### src/rtl/mmcm_phase_shift_ctrl.sv
// Converts ph_inc/ph_dec request pulses into MMCM dynamic phase-shift steps and tracks position.
// Optional position bound is enabled by defining PS_LIMIT_EN.
module mmcm_phase_shift_ctrl #(
    parameter int STEP_N     = 8,
    parameter int PEND_WIDTH = 4,
    parameter int POS_WIDTH  = 16,
    parameter int TIMEOUT    = 64,
    parameter int PS_LIMIT   = 1024
) (
    input  logic                        clk,
    input  logic                        rst,
    input  logic                        ph_inc,
    input  logic                        ph_dec,
    output logic                        psen,
    output logic                        psincdec,
    input  logic                        psdone,
    input  logic                        clr_err,
    output logic                        busy,
    output logic signed [PEND_WIDTH:0]  pending,
    output logic signed [POS_WIDTH-1:0] position,
    output logic                        timeout_err,
    output logic                        limit_hit
);

`ifdef PS_LIMIT_EN
    localparam bit LIMIT_EN = 1'b1;
`else
    localparam bit LIMIT_EN = 1'b0;
`endif

    localparam int SW = PEND_WIDTH + 3;
    localparam int TW = $clog2(TIMEOUT + 1);
    localparam int LW = POS_WIDTH + 16;

    localparam logic signed [SW-1:0]        SUM_HI   = SW'(2**PEND_WIDTH - 1);
    localparam logic signed [SW-1:0]        SUM_LO   = -SUM_HI;
    localparam logic signed [SW-1:0]        SUM_ONE  = SW'(1);
    localparam logic        [TW-1:0]        TMR_LAST = TW'(TIMEOUT - 1);
    localparam logic signed [LW-1:0]        LIM      = LW'(PS_LIMIT);
    localparam logic signed [LW-1:0]        STEP_W   = LW'(STEP_N);
    localparam logic signed [POS_WIDTH-1:0] POS_ONE  = POS_WIDTH'(1);

    typedef enum logic [1:0] {IDLE, ISSUE, WAIT, GAP} state_t;

    state_t                     state;
    logic                       dir;
    logic [7:0]                 step_cnt;
    logic [TW-1:0]              timer;

    logic                       deq;
    logic                       dir_nxt;
    logic                       over;
    logic                       to_idle;
    logic signed [SW-1:0]       pend_sum;
    logic signed [PEND_WIDTH:0] pending_nxt;
    logic signed [LW-1:0]       target;

    always_comb begin
        // NOTE: every variable gets an unconditional value first so no latch can be inferred.
        deq      = (state == IDLE) && (pending != '0);
        dir_nxt  = ~pending[PEND_WIDTH];
        pend_sum = SW'(pending);
        if (ph_inc) pend_sum = pend_sum + SUM_ONE;
        if (ph_dec) pend_sum = pend_sum - SUM_ONE;
        if (deq)    pend_sum = dir_nxt ? pend_sum - SUM_ONE : pend_sum + SUM_ONE;
        // Requests beyond the saturation point are dropped without notice.
        if (pend_sum > SUM_HI)      pend_sum = SUM_HI;
        else if (pend_sum < SUM_LO) pend_sum = SUM_LO;
        pending_nxt = pend_sum[PEND_WIDTH:0];

        target  = LW'(position) + (dir_nxt ? STEP_W : -STEP_W);
        over    = LIMIT_EN && ((target > LIM) || (target < -LIM));
        to_idle = (state == GAP) || ((state == IDLE) && (pending == '0));
    end

    // NOTE: sequential state is written with non-blocking assignments only, so every
    // register samples the pre-edge values regardless of statement order.
    always_ff @(posedge clk) begin
        if (rst) begin
            state       <= IDLE;
            dir         <= 1'b0;
            step_cnt    <= '0;
            timer       <= '0;
            psen        <= 1'b0;
            psincdec    <= 1'b0;
            pending     <= '0;
            position    <= '0;
            timeout_err <= 1'b0;
            limit_hit   <= 1'b0;
            busy        <= 1'b0;
        end else begin
            pending   <= pending_nxt;
            busy      <= !to_idle || (pending_nxt != '0);
            psen      <= 1'b0;
            limit_hit <= 1'b0;
            // A timeout raised below in the same cycle overrides this clear.
            if (clr_err) timeout_err <= 1'b0;

            unique case (state)
                IDLE: begin
                    if (deq) begin
                        dir      <= dir_nxt;
                        step_cnt <= 8'(STEP_N);
                        if (over) begin
                            limit_hit <= 1'b1;
                            state     <= GAP;
                        end else begin
                            state     <= ISSUE;
                        end
                    end
                end
                ISSUE: begin
                    psen     <= 1'b1;
                    psincdec <= dir;
                    timer    <= '0;
                    state    <= WAIT;
                end
                WAIT: begin
                    if (psdone) begin
                        position <= position + (dir ? POS_ONE : -POS_ONE);
                        step_cnt <= step_cnt - 8'd1;
                        state    <= (step_cnt == 8'd1) ? GAP : ISSUE;
                    end else if (timer == TMR_LAST) begin
                        timeout_err <= 1'b1;
                        state       <= GAP;
                    end else begin
                        timer <= timer + 1'b1;
                    end
                end
                GAP: begin
                    state <= IDLE;
                end
                default: state <= IDLE;
            endcase
        end
    end

endmodule

### config.mk
export PLATFORM = sky130hd
export DESIGN_NAME = mmcm_phase_shift_ctrl
export DESIGN_NICKNAME = d
export VERILOG_FILES = /design/src/rtl/mmcm_phase_shift_ctrl.sv
export SDC_FILE = /design/constraint.sdc
export NUM_CORES = 1
export LEC_CHECK = 0
export ABC_AREA = 0
export CORE_MARGIN = 2
export CORE_UTILIZATION = 40
export DETAILED_ROUTE_END_ITERATION = 6
export DONT_BUFFER_PORTS = 1
export PLACE_DENSITY = 0.52
export SLEW_MARGIN = 20
export SYNTH_ARGS = -nofsm -noshare
export SYNTH_HDL_FRONTEND = slang
export SYNTH_SLANG_ARGS = --single-unit
### constraint.sdc
create_clock -name clk -period 4.4 [get_ports clk]
set_input_delay 0.66 -clock clk [delete_from_list [all_inputs] [get_ports clk]]
set_output_delay 0.66 -clock clk [all_outputs]
set_load 0.02 [all_outputs]
# [Word-level counts from Yosys, hierarchy flattened]
# Index checks and enable logic that the tools add are counted.
[word_totals] reg_bits=43
[classes] add_sub_neg=7 eq_ne=10 bitwise_logic=1 reduce_logical=16 magnitude_cmp=2 muxes=23
[op_table] cell="$mux W7" n=6
[op_table] cell="$add A16 B16 Y16" n=1
[op_table] cell="$mux W16" n=1
[op_table] cell="$mux W8" n=2
[op_table] cell="$pmux W8 S2" n=1
[op_table] cell="$pmux W7 S2" n=1
[op_table] cell="$sub A7 B2 Y7 const B" n=2
[op_table] cell="$mux W5" n=2
[op_table] cell="$reduce_bool A5 Y1" n=2
[op_table] cell="$eq A8 B1 Y1 const B" n=1
[op_table] cell="$mux W2" n=4
[op_table] cell="$ne A2 B2 Y1 const B" n=4
[op_table] cell="$pmux W2 S4" n=1
[op_table] cell="$sub A8 B1 Y8 const B" n=1
[op_table] cell="$add A7 B1 Y7 const B" n=1
[op_table] cell="$add A7 B2 Y7 const B" n=1
[op_table] cell="$eq A7 B6 Y1 const B" n=1
[op_table] cell="$gt A7 B5 Y1 const B" n=1
[op_table] cell="$lt A7 B5 Y1 const B" n=1
[op_table] cell="$add A5 B2 Y6 const B" n=1
[op_table] cell="$reduce_and A2 Y1" n=3
[op_table] cell="$reduce_and A3 Y1" n=2
[op_table] cell="$logic_not A5 Y1" n=1
[op_table] cell="$mux W1" n=5
[op_table] cell="other kinds (9)" n=13

# [Longest topological paths before layout]
# Gate-level depths: netlist (run 1).
[logic_depth] word_depth=12 depth_mapped=17 ltp_nobuf=16

# [Worst setup path after synthesis (run 1)]
# Ideal clock, no wire load.
[synth_path] path_kind="reg2reg" from="register pending[0]" to="register pending[3]" synth_period_minus_slack_ns=3.635 t_arrival_ns=3.531 slack_ns=0.765 setup_time_ns=0.103 path_stages_with_launch=18 path_cell_list="dfxtp_1 buf_6 inv_1 ha_1 mux2i_1 ha_1 nand2_1 xor2_1 xnor2_1 inv_1 ha_1 nor2b_1 o31a_1 o22ai_2 mux2i_4 xor2_2 a21oi_1 a2111oi_2"
[synth_via] elab_chain_cells=10
[synth_lines] element="start: declaration" line="19" source="output logic signed [PEND_WIDTH:0] pending,"
[synth_lines] element="start signal: assignment" line="92" source="pending <= pending_nxt;"
[synth_lines] element="$add A5 B2 Y6" line="63" source="if (ph_inc) pend_sum = pend_sum + SUM_ONE;"
[synth_lines] element="$mux W7" line="63"
[synth_lines] element="$sub A7 B2 Y7" line="64" source="if (ph_dec) pend_sum = pend_sum - SUM_ONE;"
[synth_lines] element="$mux W7" line="64"
[synth_lines] element="$sub A7 B2 Y7 / $add A7 B2 Y7 (equally long branches)" line="65" source="if (deq) pend_sum = dir_nxt ? pend_sum - SUM_ONE : pend_sum + SUM_ONE;"
[synth_lines] element="$mux W7" line="65"
[synth_lines] element="$mux W7 (*)" line="65"
[synth_lines] element="$lt A7 B5 Y1" line="68" source="else if (pend_sum < SUM_LO) pend_sum = SUM_LO;"
[synth_lines] element="$mux W5" line="68"
[synth_lines] element="$mux W5 (*)" line="67" source="if (pend_sum > SUM_HI) pend_sum = SUM_HI;"
# Mark *: on every way between the ends. The rest lies on a longest branch, timed or not.
# A chain may end at the register's enable or synchronous reset.

# [Final worst setup path (run 1)]
[layout_path] from="register pending[1]" to="register pending[3]"
# The elaborated chain is that of the path after synthesis.

==> metrics.txt, run 1 <==
Yosys reg bits 43; WHS Path Cells 1; chip width 92.3 µm; largest fanout on the critical path 9; I/O pin cnt 32; Core Region between 7000 and 8000 µm²; Reg clk slew, reported paths 0.08 ns; Critical Path Source Type register; FFs w/ async S/R, synth 0; Least-Margin Pin Slew around 0.71 ns; Cell variety after synth a little under 70; Clock Path Buffers 2; DP Area between 3000 and 4000 µm²; drt first pass iters 4; vias in the first global route 2,415; vias about 2.5k; HP Class input pin to register; WL per Instance approximately 14 µm; # rows 32; Skew-Pair Late Insertion Delay 0.29 ns; area delta synth->final 5.81%; initial core utilization 0.408; Pleak 0.00132 µW; DRC viols 0; Final min period between 3 and 4 ns; cts-stage hold buffer count 0; Post-CTS Setup Inserts 0; Antenna diodes 0; largest net degree at the start of global routing between 40 and 50; H-tree depth 2; clock root buffer clkbuf_8; Mapped Nets around 400; cell area after layout around 3300 µm²; Mapped Cells approximately 370; final setup TNS 0 ns; Crit. End Element register; Post-Route WL ~6400 µm; DR vias/cell 5.41; Tot GR Track Use 0.160; Nets between 300 and 400; final slew viol count 0; Die ar. 8520 µm²; period utilisation layout 0.863; worst r2r path cells 17; main flop type after synthesis dfxtp_1; sequential-to-total area share from yosys stat 0.276; EDFF count, synth 0; RSZ-0062 raised after global routing no; Final Setup Violations 0; antenna viol nets, final 0; gpl congestion ~0.75; antenna violations before repair 0; critical path class register to register; first-pass GRT wire length 11,200 µm; fillers roughly 790; GR Overflow Total 0; Max VDD drop approximately 280 µV; pwr dens ~830 nW/µm²; fmax 0.263 GHz; Die Y between 90 and 100 µm; commonest non-fill, non-tap cell in the layout dfxtp_1; synthesized area per cell between 8 and 9 µm²; Post-Syn Area around 3100 µm²; warnings from Yosys 0; commonest non-fill, non-tap cells in the layout dfxtp_1, nand2_1, nor2_1, a21oi_1, ha_1; Worst Path Arrival about 4.0 ns; Sink Count between 40 and 50; Port-buffer cells 0; status completed; CTS Buf Count 5; Slew HR 0.526; fraction of layout cells with a size suffix above 1 0.0904; Max Cap Violations 0; critical path required time 4.59 ns; clk_skew between 0.008 and 0.009 ns; # resized after CTS 0; HPWL after DPL around 4700 µm; CTS tree yes; Hold Vio Cnt, Final 0; DRT iter0 DRCs 61
-- Yosys cell counts (all sizes together), types with 8 or more instances --
library cell / instances / share of area
nand2: 33 / 0.040
ha: 25 / 0.10
xor2: 14 / 0.042
nor2: 29 / 0.036
nor3: 20 / 0.032
xnor2: 22 / 0.062
inv: 16 / 0.019
dfxtp: 43 / 0.28
o21ai: 13 / 0.021
buf: 8 / 0.019
a21oi: 27 / 0.043
-- worst paths after layout --
path	start	end	slack, ns
worst min-delay path	rst	psincdec$_SDFFE_PP0P_	0.43
worst max register to register	pending[1]$_SDFF_PP0_	pending[3]$_SDFF_PP0_	0.60
worst max-delay path	pending[1]$_SDFF_PP0_	pending[3]$_SDFF_PP0_	0.60
worst min register to register	timer[1]$_SDFFE_PP0P_	timer[1]$_SDFFE_PP0P_	0.51
-- report_power, final --
group | switching, µW | internal [µW] | leakage (µW) | total, µW
Combinational | 1020 | 820 | 0.000907 | 1840
Sequential | 127 | 465 | 0.000351 | 591
Clock | 133 | 184 | 0.0000612 | 316
-- state kept, by name, summed over array words and instances, names as in the netlist --
register and flops:
timeout_err 1, pending 5, timer 7, psen 1, psincdec 1, step_cnt 8
position 16, state 2, dir 1, busy 1
-- worst max-delay path, stage by stage, from the launching register on --
cell	delay, ns
dfxtp_1	0.31
buf_4	0.18
inv_1	0.06
ha_1	0.28
mux2i_1	0.20
ha_1	0.18
nand2_1	0.12
xor2_1	0.18
xnor2_1	0.25
inv_1	0.08
ha_1	0.33
nor2b_1	0.16
o31a_1	0.26
o22ai_2	0.18
mux2i_4	0.31
xor2_2	0.26
a21oi_1	0.08
a2111oi_2	0.27
-- cells by family (layout without fill, tap and decap cells) --
kind of cell,after synthesis,count (layout),share of synthesized area
AOI/OAI and AO/OA,92,92,0.205
adders and majority gates,27,27,0.113
other,1,1,0.00120
xor gates and xnor gates,37,37,0.111
DFF,43,43,0.276
muxes,8,8,0.0313
and+or+nand+nor,130,130,0.215
buffers and inverters,31,27,0.0469
-- metrics by stage --
step                worst slack (ns)  hold slack (ns)   util  cells  total power [µW]
global placement               0.719            0.492  0.416    459              2430
CTS                            0.614            0.413  0.432    467              2770
finish                         0.604            0.428  0.432    467              2750
floorplan                      0.765            0.478      -    369              2140
detailed placement             0.652            0.499  0.416    459              2440
global route                   0.407            0.406  0.432    467              3020
-- final cells by class --
cell class,instances,area (µm²),share of cell area
timing repair buffer,3,22.5,0.00682
clock buffer,6,82.6,0.0250
multi-input combinational,295,2110,0.640
clock inverter,2,35.0,0.0106
sequential,43,861,0.261
tap,102,128,0.0387
inverter,16,60.1,0.0182
-- per-layer routing --
metal  vias to the layer above  track usage  routed length, µm
met4                         0       0.0299                 40
met1                      1172        0.206               3030
met3                         4       0.0342                244
li1                       1313            -                  -
met5                         -            0                  0
met2                        37        0.279               3130
Note: power is estimated with default switching activity, not from simulation.
==> run 2: changes to the inputs <==
Settings changed: GPL_ROUTABILITY_DRIVEN from default to 0.
==> results of run 2 <==
No change in the layout: final DEF, timing and power equal those of run 1.
==> run 3: changes to the inputs <==
Settings changed: CTS_CLUSTER_SIZE from default to 24.
==> results of run 3 <==
No change in the layout: final DEF, timing and power equal those of run 1.
